==> src/rtl/riscv_ctrl_pkg.sv <==
// Shared constants for the RV32I ALU/branch sequencer: opcodes, ALU op codes,
// FSM state encoding and the instruction class seen by the FSM.
package riscv_ctrl_pkg;

  localparam logic [6:0] OPC_OP     = 7'b0110011;
  localparam logic [6:0] OPC_OPIMM  = 7'b0010011;
  localparam logic [6:0] OPC_BRANCH = 7'b1100011;
  localparam logic [6:0] OPC_SYSTEM = 7'b1110011;

  localparam logic [3:0] ALU_ADD  = 4'd0;
  localparam logic [3:0] ALU_SUB  = 4'd1;
  localparam logic [3:0] ALU_SLL  = 4'd2;
  localparam logic [3:0] ALU_SLT  = 4'd3;
  localparam logic [3:0] ALU_SLTU = 4'd4;
  localparam logic [3:0] ALU_XOR  = 4'd5;
  localparam logic [3:0] ALU_SRL  = 4'd6;
  localparam logic [3:0] ALU_SRA  = 4'd7;
  localparam logic [3:0] ALU_OR   = 4'd8;
  localparam logic [3:0] ALU_AND  = 4'd9;

  localparam logic [2:0] ST_IDLE     = 3'd0;
  localparam logic [2:0] ST_FETCH    = 3'd1;
  localparam logic [2:0] ST_WAIT_MEM = 3'd2;
  localparam logic [2:0] ST_DECODE   = 3'd3;
  localparam logic [2:0] ST_EXEC     = 3'd4;
  localparam logic [2:0] ST_WB       = 3'd5;
  localparam logic [2:0] ST_HALT     = 3'd6;
  localparam logic [2:0] ST_ERR      = 3'd7;

  typedef enum logic [1:0] {
    CLS_ALU    = 2'd0,
    CLS_ALUI   = 2'd1,
    CLS_BRANCH = 2'd2,
    CLS_SYS    = 2'd3
  } instr_class_t;

  // funct3 -> ALU op; alt selects SUB/SRA (instr[30])
  function automatic logic [3:0] alu_op_from_f3(input logic [2:0] f3, input logic alt);
    logic [3:0] op;
    case (f3)
      3'b000:  op = alt ? ALU_SUB : ALU_ADD;
      3'b001:  op = ALU_SLL;
      3'b010:  op = ALU_SLT;
      3'b011:  op = ALU_SLTU;
      3'b100:  op = ALU_XOR;
      3'b101:  op = alt ? ALU_SRA : ALU_SRL;
      3'b110:  op = ALU_OR;
      default: op = ALU_AND;
    endcase
    return op;
  endfunction

endpackage

==> src/rtl/riscv_seq_decode.sv <==
// Combinational RV32I decoder for the ALU/branch subset: register selects,
// sign-extended immediate, ALU op, instruction class and illegal flag.
module riscv_seq_decode
  import riscv_ctrl_pkg::*;
#(
  parameter int WIDTH = 32
) (
  input  logic [31:0]      instr,
  output logic [4:0]       rs1,
  output logic [4:0]       rs2,
  output logic [4:0]       rd,
  output logic [3:0]       alu_op,
  output logic             alu_src_imm,
  output logic [WIDTH-1:0] imm,
  output instr_class_t     cls,
  output logic             is_bne,
  output logic             illegal
);

  logic [2:0]       f3;
  logic [6:0]       f7;
  logic [WIDTH-1:0] imm_i;
  logic [WIDTH-1:0] imm_b;

  assign rs1    = instr[19:15];
  assign rs2    = instr[24:20];
  assign rd     = instr[11:7];
  assign f3     = instr[14:12];
  assign f7     = instr[31:25];
  assign is_bne = instr[12];
  assign imm_i  = {{(WIDTH-12){instr[31]}}, instr[31:20]};
  assign imm_b  = {{(WIDTH-13){instr[31]}}, instr[31], instr[7], instr[30:25], instr[11:8], 1'b0};

  always_comb begin
    alu_op      = ALU_ADD;
    alu_src_imm = 1'b0;
    imm         = '0;
    cls         = CLS_ALU;
    illegal     = 1'b0;
    case (instr[6:0])
      OPC_OP: begin
        cls     = CLS_ALU;
        alu_op  = alu_op_from_f3(f3, f7[5]);
        illegal = !((f7 == 7'h00) || ((f7 == 7'h20) && ((f3 == 3'b000) || (f3 == 3'b101))));
      end
      OPC_OPIMM: begin
        cls         = CLS_ALUI;
        alu_src_imm = 1'b1;
        imm         = imm_i;
        // only shifts carry a funct7 field; ADDI etc. use those bits as immediate
        alu_op      = alu_op_from_f3(f3, (f3 == 3'b101) && f7[5]);
        if (f3 == 3'b001)
          illegal = (f7 != 7'h00);
        else if (f3 == 3'b101)
          illegal = !((f7 == 7'h00) || (f7 == 7'h20));
      end
      OPC_BRANCH: begin
        cls     = CLS_BRANCH;
        alu_op  = ALU_SUB;
        imm     = imm_b;
        illegal = (f3[2:1] != 2'b00);
      end
      OPC_SYSTEM: begin
        cls     = CLS_SYS;
        illegal = !((instr == 32'h0000_0073) || (instr == 32'h0010_0073));
      end
      default: illegal = 1'b1;
    endcase
  end

endmodule

==> src/rtl/riscv_seq_ctrl.sv <==
// Multi-cycle fetch/decode/execute sequencer: owns the PC, instruction register
// and memory timeout; pulse outputs are decoded from state so reset kills them at once.
module riscv_seq_ctrl
  import riscv_ctrl_pkg::*;
#(
  parameter int          WIDTH       = 32,
  parameter int          ADDR_W      = 32,
  parameter logic [ADDR_W-1:0] RESET_PC = '0,
  parameter int          MEM_TIMEOUT = 15
) (
  input  logic              clk,
  input  logic              rst,
  output logic              imem_req,
  output logic [ADDR_W-1:0] imem_addr,
  input  logic              imem_valid,
  input  logic [31:0]       imem_rdata,
  input  logic              stall,
  input  logic              alu_zero,
  output logic [4:0]        rf_rs1,
  output logic [4:0]        rf_rs2,
  output logic [4:0]        rf_rd,
  output logic              rf_we,
  output logic [3:0]        alu_op,
  output logic              alu_src_imm,
  output logic [WIDTH-1:0]  imm,
  output logic              retired,
  output logic              halt,
  output logic              err
);

  localparam int TW = $clog2(MEM_TIMEOUT + 1);
  localparam logic [TW-1:0] TIMEOUT_LAST = TW'(MEM_TIMEOUT - 1);

  logic [2:0]        state_reg;
  logic [ADDR_W-1:0] pc_reg;
  logic [31:0]       ir_reg;
  logic [TW-1:0]     ctr_reg;
  logic              taken_reg;

  instr_class_t      cls;
  logic              is_bne;
  logic              illegal;
  logic [ADDR_W-1:0] target;
  logic              bad_target;

  riscv_seq_decode #(.WIDTH(WIDTH)) u_decode (
    .instr       (ir_reg),
    .rs1         (rf_rs1),
    .rs2         (rf_rs2),
    .rd          (rf_rd),
    .alu_op      (alu_op),
    .alu_src_imm (alu_src_imm),
    .imm         (imm),
    .cls         (cls),
    .is_bne      (is_bne),
    .illegal     (illegal)
  );

  assign target     = pc_reg + ADDR_W'(imm);
  assign bad_target = taken_reg && (target[1:0] != 2'b00);

  assign imem_addr = pc_reg;
  assign imem_req  = (state_reg == ST_FETCH) && !stall;
  assign rf_we     = (state_reg == ST_WB) && !stall && (rf_rd != 5'd0) &&
                     ((cls == CLS_ALU) || (cls == CLS_ALUI));
  assign retired   = (state_reg == ST_WB) && !stall && !bad_target;
  assign halt      = (state_reg == ST_HALT);
  assign err       = (state_reg == ST_ERR);

  always_ff @(posedge clk or negedge rst) begin
    if (!rst) begin
      state_reg <= ST_IDLE;
      pc_reg    <= RESET_PC;
      ir_reg    <= '0;
      ctr_reg   <= '0;
      taken_reg <= 1'b0;
    end else begin
      case (state_reg)
        ST_IDLE: state_reg <= ST_FETCH;
        ST_FETCH: if (!stall) begin
          ctr_reg   <= '0;
          state_reg <= ST_WAIT_MEM;
        end
        // stall is deliberately ignored here so a returning word is never dropped
        ST_WAIT_MEM: begin
          if (imem_valid) begin
            ir_reg    <= imem_rdata;
            state_reg <= ST_DECODE;
          end else if (ctr_reg == TIMEOUT_LAST) begin
            state_reg <= ST_ERR;
          end else begin
            ctr_reg <= ctr_reg + TW'(1);
          end
        end
        ST_DECODE: if (!stall) state_reg <= illegal ? ST_ERR : ST_EXEC;
        ST_EXEC: if (!stall) begin
          taken_reg <= (cls == CLS_BRANCH) && (is_bne ? !alu_zero : alu_zero);
          state_reg <= ST_WB;
        end
        ST_WB: if (!stall) begin
          if (cls == CLS_SYS) begin
            state_reg <= ST_HALT;
          end else if (bad_target) begin
            state_reg <= ST_ERR;
          end else begin
            pc_reg    <= taken_reg ? target : pc_reg + ADDR_W'(4);
            state_reg <= ST_FETCH;
          end
        end
        default: state_reg <= state_reg;
      endcase
    end
  end

endmodule
==> config.mk <==
export PLATFORM = sky130hd
export DESIGN_NAME = riscv_seq_ctrl
export DESIGN_NICKNAME = d
export VERILOG_FILES = /design/src/rtl/riscv_ctrl_pkg.sv /design/src/rtl/riscv_seq_decode.sv /design/src/rtl/riscv_seq_ctrl.sv
export SDC_FILE = /design/constraint.sdc
export NUM_CORES = 1
export LEC_CHECK = 0
export ABC_AREA = 1
export BUFFER_PORTS_ARGS = -buffer_cell sky130_fd_sc_hd__buf_2
export CAP_MARGIN = 10
export CORE_MARGIN = 1
export CORE_UTILIZATION = 35
export CTS_CLUSTER_SIZE = 16
export DETAILED_ROUTE_END_ITERATION = 8
export SLEW_MARGIN = 25
export SYNTH_ARGS = -nofsm -noshare
export SYNTH_HDL_FRONTEND = slang
export SYNTH_HIERARCHICAL = 1
export SYNTH_SLANG_ARGS = --single-unit
==> constraint.sdc <==
create_clock -name clk -period 8.2 [get_ports clk]
set_input_delay 1.64 -clock clk [delete_from_list [all_inputs] [get_ports clk]]
set_output_delay 1.64 -clock clk [all_outputs]
set_load 0.01 [all_outputs]
==> out/metrics.yaml <==
status: "finished clean"
antenna_found_initial: 0
dr.pass1.iters: 5
syn_nets: 1217
vdd_ir_drop_max_mv: 0.0971
vias: 7234
fin_nets: 1298
post_cts_buffers: 0
grt_pass1_vias: 6700
numCtsBuffers: 9
dieWidth_um: 143
root_buffer: "clkbuf_16"
die_h_um: 143
cts_tree: "yes"
synth_edf_count: 0
fmax_mhz: 245
period_needed_ns: 4.09
drtIter0Drc: 350
routedWlPerCell_um: 14.2
syn-cell-area_mm2: 0.00699
path_class: "reg -> out"
grt_pass1_wl_um: 34200
fin_setup_tns_ns: 0
htree_levels: 3
dp_hpwl_um: 17000
synth_cells: 1145
gr-total-overflow: 0
slew_headroom_pct: 39.0
die_area_mm2: 0.0205
syn_to_final_growth_pct: 12.7
drive_gt1_share_pct: 14.6
setup_viol: 0
fin_util_pct: 40.4
critPathCaptureType: "primary output"
yosysSeqAreaShare_pct: 25.8
netlist_top_cells_area: "dfrtp_1 26%, nand2_1 23%, inv_1 7.8%, nor2_1 7.0%, ha_1 6.1%"
power_density_mw_per_mm2: 115
totalWireLength_um: 21300
avgViaCountPerCell: 4.84
cts_hold_buf: 0
routabilityCongestion: 0.946
netlist-cell-type-count: 49
worst_pin_slew_ns: 0.912
rows: 51
core_area_mm2: 0.0195
placed_area_mm2: 0.00758
required_ns: 6.56
ant_nets: 0
ctsLongestPathBuffers: 2
fin_skew_ns: 0.00807
cp_max_fo: 8
drc: 0
dominantRegCellSynth: "dfrtp_1"
synth-async-reset-ratio_pct: 100
max_cap_viol_count: 0
synth_top_cell_by_area: "dfrtp_1"
fill_cells: 2211
clock_latency_ns: 0.35
min_period_over_period_pct: 49.8
hp-class: "reg -> reg"
pin_count: 126
cts.sinks: 72
grt_usage_pct: 21.6
diodes: 0
yosys_warnings: 6
ctsResizeCount: 0
finalHoldViolations: 0
grt_max_degree: 73
fin_area_mm2: 0.00788
power_uw: 905
grt_setup_unrepaired: "false"
start_util_pct: 35.8
synth_top_area_share_pct: 25.8
port_buffers: 125
critPathArrivalTime_ns: 2.45
drv_slew: 0
leakagePower_nw: 4.46
startpoint_type: "flop"
cts.clk_slew.worst_paths_ns: 0.06
ys_seq_elements: 72
syn_avg_cell_area_um2: 6.11
stage by stage:
step / setup WS [ns] / std cells / hold slack, ns
CTS: 3.87 / 1496 / 0.476
finish: 4.11 / 1496 / 0.471
detailed placement: 4.14 / 1480 / 0.460
global placement: 4.16 / 1480 / 0.459
global route: 3.86 / 1496 / 0.514
floorplan: 4.35 / 1145 / 0.437
path summary, 6_finish.rpt:
check	startpoint	to	slack [ns]	cells after the start
setup / recovery	ir_reg[3]$_DFFE_PN0P_	retired	4.11	12
hold / removal	ir_reg[31]$_DFFE_PN0P_	ir_reg[31]$_DFFE_PN0P_	0.47	2
setup reg to reg	ir_reg[3]$_DFFE_PN0P_	imem_addr[9]$_DFFE_PN0P_	4.39	16
hold reg to reg	ir_reg[31]$_DFFE_PN0P_	ir_reg[31]$_DFFE_PN0P_	0.47	2
max in group asynchronous	rst	taken_reg$_DFFE_PN0P_	6.39	1
min in group asynchronous	rst	ctr_reg[0]$_DFFE_PN0P_	1.31	1
cell families (layout without fill, tap and decap cells):
logic type	Yosys count	after routing	synth area share (%)
buf+inv	211	297	13.9
fa+ha+maj	35	35	6.37
compound gates	124	124	10.2
xor+xnor	19	19	2.38
simple gates	684	684	41.4
flops	72	72	25.8
placed cells by master (no fill, tap or decap), types with 10 or more instances in the layout:
master | Yosys | layout
o21ai_0 | 26 | 26
xor2_1 | 10 | 10
buf_2 | 11 | 124
inv_1 | 146 | 145
nand3b_1 | 14 | 14
ha_1 | 34 | 34
nor3_1 | 17 | 17
nand2_1 | 420 | 420
dfrtp_1 | 72 | 71
nand4_1 | 15 | 15
nand3_1 | 61 | 61
nor2_1 | 130 | 129
a21oi_1 | 56 | 56
critical path, stage by stage, from the launching register on:
cell and delay (ns):
dfrtp_1 0.38, inv_1 0.05, nand2_1 0.05, nor2_2 0.16, nand3_2 0.18, clkinv_4 0.14
nand3_1 0.07, nand2_1 0.15, fa_1 0.44, nor2_1 0.17, nor2_1 0.06, nor2_1 0.11
buf_2 0.14
routing by layer:
metal	vias to the layer above	share of wire (%)	global-route usage, %
li1	3745	-	-
met1	3268	45	26.9
met2	194	47	37.4
met3	27	5.4	4.63
met4	0	2.2	6.16
met5	-	0	0
power breakdown:
group | internal [mW] | switching [mW]
registers | 0.371 | 0.0284
clock network | 0.217 | 0.170
logic | 0.0432 | 0.0752
total | 0.631 | 0.273
synthesized netlist by cell type (4+ instances only):
library cell / n
clkbuf_1: 5
buf_4: 37
nand3_1: 61
xnor2_1: 9
dfrtp_1: 72
nand2_1: 420
inv_1: 146
a21oi_1: 56
o211ai_1: 5
inv_2: 7
nor2_4: 4
nor2_1: 130
o21bai_1: 5
ha_1: 34
nor2_2: 7
nand3b_1: 14
nor3_1: 17
o21ai_1: 7
buf_2: 11
a31oi_1: 8
o21ai_0: 26
nand4_1: 15
xor2_1: 10
area by class of cell:
type	instances	area [um^2]	share of cell area, %
inverters	155	592	7.51
clock inverters	6	52.6	0.667
multi-input cells	862	4220	53.6
clock buffers	10	239	3.03
well taps	265	332	4.21
flip-flops and latches	72	1800	22.9
repair buffers	126	639	8.11
No activity file was read; power rests on OpenSTA's default activity.
